==> src/rtl/ds_pkg.sv <==
// rtl/ds_pkg.sv - shared FSM state type and default geometry for downsample_engine
package ds_pkg;

  localparam int DEF_IMG_W  = 256;
  localparam int DEF_IMG_H  = 256;
  localparam int DEF_PIX_W  = 8;
  localparam int DEF_ADDR_W = 16;

  typedef enum logic [2:0] {
    IDLE,
    FETCH,
    DRAIN,
    WRITE,
    DONE
  } ds_state_e;

endpackage

==> src/rtl/ds_addr_gen.sv <==
// rtl/ds_addr_gen.sv - raster 2x2 block counters plus source/result address generation
module ds_addr_gen
  import ds_pkg::*;
#(
  parameter int IMG_W  = DEF_IMG_W,
  parameter int IMG_H  = DEF_IMG_H,
  parameter int ADDR_W = DEF_ADDR_W
) (
  input  logic              clock,
  input  logic              reset_n,
  input  logic              advance,
  input  logic [1:0]        phase,
  output logic [ADDR_W-1:0] rd_addr,
  output logic [ADDR_W-1:0] wr_addr,
  output logic              last_block
);

  localparam int OUT_W = IMG_W / 2;
  localparam int OUT_H = IMG_H / 2;
  localparam int COL_W = (OUT_W > 1) ? $clog2(OUT_W) : 1;
  localparam int ROW_W = (OUT_H > 1) ? $clog2(OUT_H) : 1;

  logic [COL_W-1:0] ocol_q, ocol_d;
  logic [ROW_W-1:0] orow_q, orow_d;
  logic [COL_W:0]   rd_col;
  logic [ROW_W:0]   rd_row;

  wire col_last = (ocol_q == COL_W'(OUT_W - 1));
  wire row_last = (orow_q == ROW_W'(OUT_H - 1));

  always_comb begin
    ocol_d = ocol_q;
    orow_d = orow_q;
    if (advance) begin
      if (col_last) begin
        ocol_d = '0;
        orow_d = row_last ? '0 : orow_q + ROW_W'(1);
      end else begin
        ocol_d = ocol_q + COL_W'(1);
      end
    end
  end

  always_ff @(posedge clock) begin
    if (!reset_n) begin
      ocol_q <= '0;
      orow_q <= '0;
    end else begin
      ocol_q <= ocol_d;
      orow_q <= orow_d;
    end
  end

  // phase[0] selects the right column, phase[1] the bottom row: TL, TR, BL, BR
  assign rd_col     = {ocol_q, phase[0]};
  assign rd_row     = {orow_q, phase[1]};
  assign rd_addr    = ADDR_W'(rd_row) * ADDR_W'(IMG_W) + ADDR_W'(rd_col);
  assign wr_addr    = ADDR_W'(orow_q) * ADDR_W'(OUT_W) + ADDR_W'(ocol_q);
  assign last_block = col_last && row_last;

endmodule

==> src/rtl/downsample_engine.sv <==
// rtl/downsample_engine.sv - 2x2 image downsampler, 6 cycles per output pixel
// DS_AVERAGE_EN selects rounded 2x2 averaging; otherwise TL-pixel decimation.
module downsample_engine
  import ds_pkg::*;
#(
  parameter int IMG_W  = DEF_IMG_W,
  parameter int IMG_H  = DEF_IMG_H,
  parameter int PIX_W  = DEF_PIX_W,
  parameter int ADDR_W = DEF_ADDR_W
) (
  input  logic              clock,
  input  logic              reset_n,
  input  logic              enable,
  output logic              rd_en,
  output logic [ADDR_W-1:0] rd_addr,
  input  logic [PIX_W-1:0]  rd_data,
  output logic              wr_en,
  output logic [ADDR_W-1:0] wr_addr,
  output logic [PIX_W-1:0]  wr_data,
  output logic              end_process
);

`ifdef DS_AVERAGE_EN
  localparam int ACC_W = PIX_W + 2;
`else
  localparam int ACC_W = PIX_W;
`endif

  ds_state_e         state_q, state_d;
  logic [1:0]        phase_q, phase_d;
  logic [ACC_W-1:0]  acc_q, acc_d;
  logic [ADDR_W-1:0] rd_addr_q, rd_addr_d;
  logic [ADDR_W-1:0] wr_addr_q, wr_addr_d;
  logic [PIX_W-1:0]  wr_data_q, wr_data_d;
  logic              advance;
  logic              last_block;
  logic [ADDR_W-1:0] gen_rd_addr, gen_wr_addr;
  logic [PIX_W-1:0]  block_result;

  ds_addr_gen #(
    .IMG_W  (IMG_W),
    .IMG_H  (IMG_H),
    .ADDR_W (ADDR_W)
  ) u_addr_gen (
    .clock      (clock),
    .reset_n    (reset_n),
    .advance    (advance),
    .phase      (phase_q),
    .rd_addr    (gen_rd_addr),
    .wr_addr    (gen_wr_addr),
    .last_block (last_block)
  );

  always_comb begin
    state_d = state_q;
    phase_d = 2'd0;
    advance = 1'b0;
    case (state_q)
      IDLE:  if (enable) state_d = FETCH;
      FETCH: begin
        phase_d = phase_q + 2'd1;
        if (phase_q == 2'd3) state_d = DRAIN;
      end
      DRAIN: state_d = WRITE;
      WRITE: begin
        advance = 1'b1;
        state_d = last_block ? DONE : FETCH;
      end
      DONE:  state_d = DONE;
      default: state_d = IDLE;
    endcase
  end

  // read data trails rd_en by one cycle, so phases 1..3 and DRAIN see TL..BR
  always_comb begin
    acc_d = acc_q;
`ifdef DS_AVERAGE_EN
    if (state_q == FETCH && phase_q == 2'd0)
      acc_d = '0;
    else if (state_q == FETCH || state_q == DRAIN)
      acc_d = acc_q + ACC_W'(rd_data);
`else
    if (state_q == FETCH && phase_q == 2'd0)
      acc_d = '0;
    else if (state_q == FETCH && phase_q == 2'd1)
      acc_d = rd_data;
`endif
  end

`ifdef DS_AVERAGE_EN
  assign block_result = PIX_W'((acc_q + ACC_W'(2)) >> 2);
`else
  assign block_result = acc_q;
`endif

  assign rd_en       = (state_q == FETCH);
  assign wr_en       = (state_q == WRITE);
  assign end_process = (state_q == DONE);

  always_comb begin
    rd_addr_d = rd_en ? gen_rd_addr  : rd_addr_q;
    wr_addr_d = wr_en ? gen_wr_addr  : wr_addr_q;
    wr_data_d = wr_en ? block_result : wr_data_q;
  end

  assign rd_addr = rd_addr_d;
  assign wr_addr = wr_addr_d;
  assign wr_data = wr_data_d;

  always_ff @(posedge clock) begin
    if (!reset_n) begin
      state_q   <= IDLE;
      phase_q   <= 2'd0;
      acc_q     <= '0;
      rd_addr_q <= '0;
      wr_addr_q <= '0;
      wr_data_q <= '0;
    end else begin
      state_q   <= state_d;
      phase_q   <= phase_d;
      acc_q     <= acc_d;
      rd_addr_q <= rd_addr_d;
      wr_addr_q <= wr_addr_d;
      wr_data_q <= wr_data_d;
    end
  end

endmodule
==> config.mk <==
export PLATFORM = sky130hd
export DESIGN_NAME = downsample_engine
export DESIGN_NICKNAME = d
export VERILOG_FILES = /design/src/rtl/ds_pkg.sv /design/src/rtl/ds_addr_gen.sv /design/src/rtl/downsample_engine.sv
export SDC_FILE = /design/constraint.sdc
export NUM_CORES = 1
export LEC_CHECK = 0
export ABC_AREA = 1
export CELL_PAD_IN_SITES_DETAIL_PLACEMENT = 1
export CELL_PAD_IN_SITES_GLOBAL_PLACEMENT = 1
export CORE_UTILIZATION = 30
export DETAILED_ROUTE_END_ITERATION = 10
export PLACE_DENSITY = 0.79
export SETUP_SLACK_MARGIN = 0.02
export SKIP_CTS_REPAIR_TIMING = 1
export SYNTH_ARGS = -nofsm -noshare
export SYNTH_HDL_FRONTEND = slang
export SYNTH_SLANG_ARGS = --single-unit
==> constraint.sdc <==
create_clock -name clock -period 1.55 [get_ports clock]
set_clock_uncertainty 0.15 [all_clocks]
set_input_delay 0.3875 -clock clock [delete_from_list [all_inputs] [get_ports clock]]
set_output_delay 0.3875 -clock clock [all_outputs]
set_load 0.05 [all_outputs]
==> results by group <==
GRT
  • First-pass GRT wire length: 16000 um
  • Grt ovf: 0
  • GRT Total Usage: 20.6%
  • Vias in the first global route: 3318
  • Largest net degree at the start of global routing: 32
  • Antenna violations before repair: 0

Hold path
  • WHS Path Cells: 2
  • Hold Path End: acc_q[3]
  • Hold path start: acc_q[3]
  • Hold Crit Class: flip-flop to flip-flop

Floorplanning
  • Die H: between 100 and 150 um
  • Core area: roughly 0.0094 sq mm
  • Die W: 101 um
  • Std-Cell Rows: 35
  • Initial core utilization: between 30% and 40%
  • Die area: just over 0.01 sq mm
  • I/O Pins: 54

Placed design
  • GP Congestion: ~0.83
  • Port Buf Inserts: 53
  • Final HPWL DP: between 6000 and 7000 um

Yosys
  • Synthesized instance count: ~400
  • Post-Syn Area: just under 0.003 sq mm
  • Synth top area share: a little under half
  • Synthesized Nets: 413
  • Share of the yosys chip area belonging to registers: 45.5%
  • Post-synth top area cell: dfxtp_1
  • Avg Synthesized Cell Area: about 7.4 sq um
  • Synth area leaders: dfxtp_1, inv_1, nand2_1
  • Seq cells post-synth: 67
  • Yosys warnings: 0
  • Distinct cells, synth: 23

Setup path
  • WP data arrival: about 1.7 ns
  • Worst EP required: about 1.0 ns
  • Top delay family on crit path: buffers and inverters
  • Max stage delay on crit path: around 0.37 ns
  • CP max FO: 8
  • Crit path buffers/inverters: 5
  • Worst path most repeated cell: buf_12
  • R2R Path Start: state_q[0]
  • Worst path cell trace: inv_2 > nand2_4 > nor2_4 > buf_12 > clkbuf_16 > buf_4 > a21oi_4 > buf_12
  • WS Path Type: flip-flop to output pin
  • Worst R2R Path Depth: 9
  • Worst reg2reg path endpoint: u_addr_gen.orow_q[6]
  • Max stage delay cell, worst path: dfxtp_2
  • FF-to-FF setup slack: -0.26 ns
  • Critical Path Source Type: flip-flop
  • Worst setup EP type: output pin

Timing
  • Setup slack after layout: -0.654 ns
  • Fmax: between 400 and 500 MHz
  • Hold WS: between 0.3 and 0.4 ns
  • Worst rel slew slack: 77.9%
  • Final Hold Vio Count: 0
  • Tcrit/Tclk final: 142%
  • Least-Margin Pin Slew: ~0.33 ns
  • TNS Setup: -27.18 ns
  • RSZ-0062 raised after global routing: yes
  • Final min period: 2.20 ns
  • Max-slew violations: 0
  • Endpoints failing setup: 58

Run status
  • Status: finished, violations left
  • Failing checks: negative setup slack

Power and ir drop
  • Power Dens Cells: ~1400 mW/mm^2
  • Leakage: between 0.002 and 0.0025 uW
  • Worst vdd ir: between 0.7 and 0.8 mV
  • Total Power: ~7500 uW

Routing
  • 1st-iter DRT viols: around 130
  • Routed len/inst: approximately 18 um
  • DR DRC count: 0
  • Routed wire length: 11700 um
  • Drt pass-1 iters: 4
  • Vias: between 3000 and 4000
  • Vias/cell: around 4.9
  • Post-DRT Antenna Nets: 0

Final layout
  • Area growth syn-to-layout: 76.1%
  • Nets: 539
  • Area of the multi-input gates: 0.00173 sq mm
  • Seq. cell area: 0.00136 sq mm
  • Share of cells above drive strength 1: between 50% and 60%
  • Filler instances: ~1100
  • Ant diodes: 0

CTS
  • Clk root buf: clkbuf_8
  • Insertion delay to the later sink of the worst-skew pair: between 0.3 and 0.4 ns
  • CTS buffer count: 9
  • Max Root-Sink Buffers: 2
  • Clock tree from TritonCTS: built
  • TritonCTS Sinks: 67
  • Clk slew on worst S/H paths: 0.09 ns
  • H-Tree Depth: 3

Flow run
  • MaxCap Viol Count: 0
## worst min-delay path: cells and delay by family, from the launching register on
family,cells,cell delay (ns)
flops,1,0.33
compound gates,1,0.06
simple gates,1,0.07
## per-layer routing
layer / part of all wire [%] / wire (um) / global-route usage (%)
met1: 39 / 4590 / 21.2
met2: 56 / 6570 / 40.1
met3: 2.6 / 304 / 3.59
met4: 1.9 / 218 / 9.36
met5: 0 / 0 / 0
## through the flow
| step | area [sq um] | utilization (%) | worst slack [ns] | cells |
|---|---|---|---|---|
| 2_1_floorplan | 3280 | - | -0.159 | 397 |
| 3_3_place_gp | 4520 | 48.3 | -0.250 | 632 |
| 3_5_place_dp | 4520 | 48.3 | -0.310 | 632 |
| 4_1_cts | 4690 | 50.1 | -0.720 | 648 |
| 5_1_grt | 5190 | 55.4 | -0.702 | 657 |
| 6_report | 5190 | 55.4 | -0.654 | 657 |
## logic make-up after synthesis
logic type | synth area share, %
AO/OA/AOI/OAI | 15.6
adder cells (fa/ha/maj) | 2.12
buffers and inverters | 12.3
flip-flops | 45.5
AND/OR/NAND/NOR | 24.6
## where the power goes
group | total, uW | internal, uW | switching (uW)
sequential | 1960 | 1890 | 74.1
combinational | 4200 | 1940 | 2260
clock | 1350 | 580 | 767
## cell usage in the layout, fill, tap and decap left out, types with 5 or more instances in the layout
cell type        synthesis  routed
dfxtp_2                  0       6
nand2_4                  0       5
nand2_1                 54      38
inv_2                    2      35
dfxtp_1                 67      58
nor2_1                  39      33
o21ai_0                 25       6
nor2_4                   3      11
nand4_1                  5       5
nand3_1                 13      12
buf_4                    0      63
a21oi_1                 38      15
a211oi_1                17      14
clkdlybuf4s50_1          0      10
a21oi_2                  0       6
inv_1                   70      33
or2_4                    0       6
buf_12                   0      24
nand2_2                  1      12
clkbuf_8                 0       9
a21oi_4                  0      17
buf_8                    0       5
buf_6                    3      26
or2_2                   32      26
o21ai_2                  0      17
## registers in the layout, indices dropped and copies added, names as in the netlist
register / cells
acc_q: 8
phase_q: 2
rd_addr_q: 16
state_q: 3
u_addr_gen.ocol_q: 7
u_addr_gen.orow_q: 7
wr_addr_q: 16
wr_data_q: 8
## synthesized netlist by cell type
library cell,instances
buf_6,3
nand2_1,54
nand3_1,13
dfxtp_1,67
nor3_1,4
buf_2,5
a211oi_1,17
nor2_1,39
or2_2,32
o21ai_1,2
a31oi_1,1
clkbuf_2,2
or2_1,1
nor2_2,2
clkbuf_1,6
nand4_1,5
o21ai_0,25
ha_1,5
nand2_2,1
inv_1,70
nor2_4,3
inv_2,2
a21oi_1,38
## how the worst max path moves through the flow
stage,start,end,slack (ns),cells after the start
2_1_floorplan,state_q[1],rd_addr[1],-0.16,7
3_3_place_gp,state_q[0],wr_addr[1],-0.25,7
3_5_place_dp,state_q[0],wr_addr[3],-0.31,7
4_1_cts,state_q[0],wr_addr[1],-0.72,7
5_1_grt,state_q[1],rd_addr[8],-0.70,8
6_report,state_q[1],rd_addr[3],-0.65,8
## final cells by class
| cell class | count | share of cell area, % |
|---|---|---|
| multi-input cells | 242 | 33.2 |
| well taps | 129 | 3.11 |
| inverters | 72 | 5.42 |
| flip-flops and latches | 67 | 26.2 |
| clock buffers | 10 | 2.46 |
| repair buffers | 131 | 28.8 |
| clock inverters | 6 | 0.795 |
Note: power is estimated with default switching activity, not from simulation.
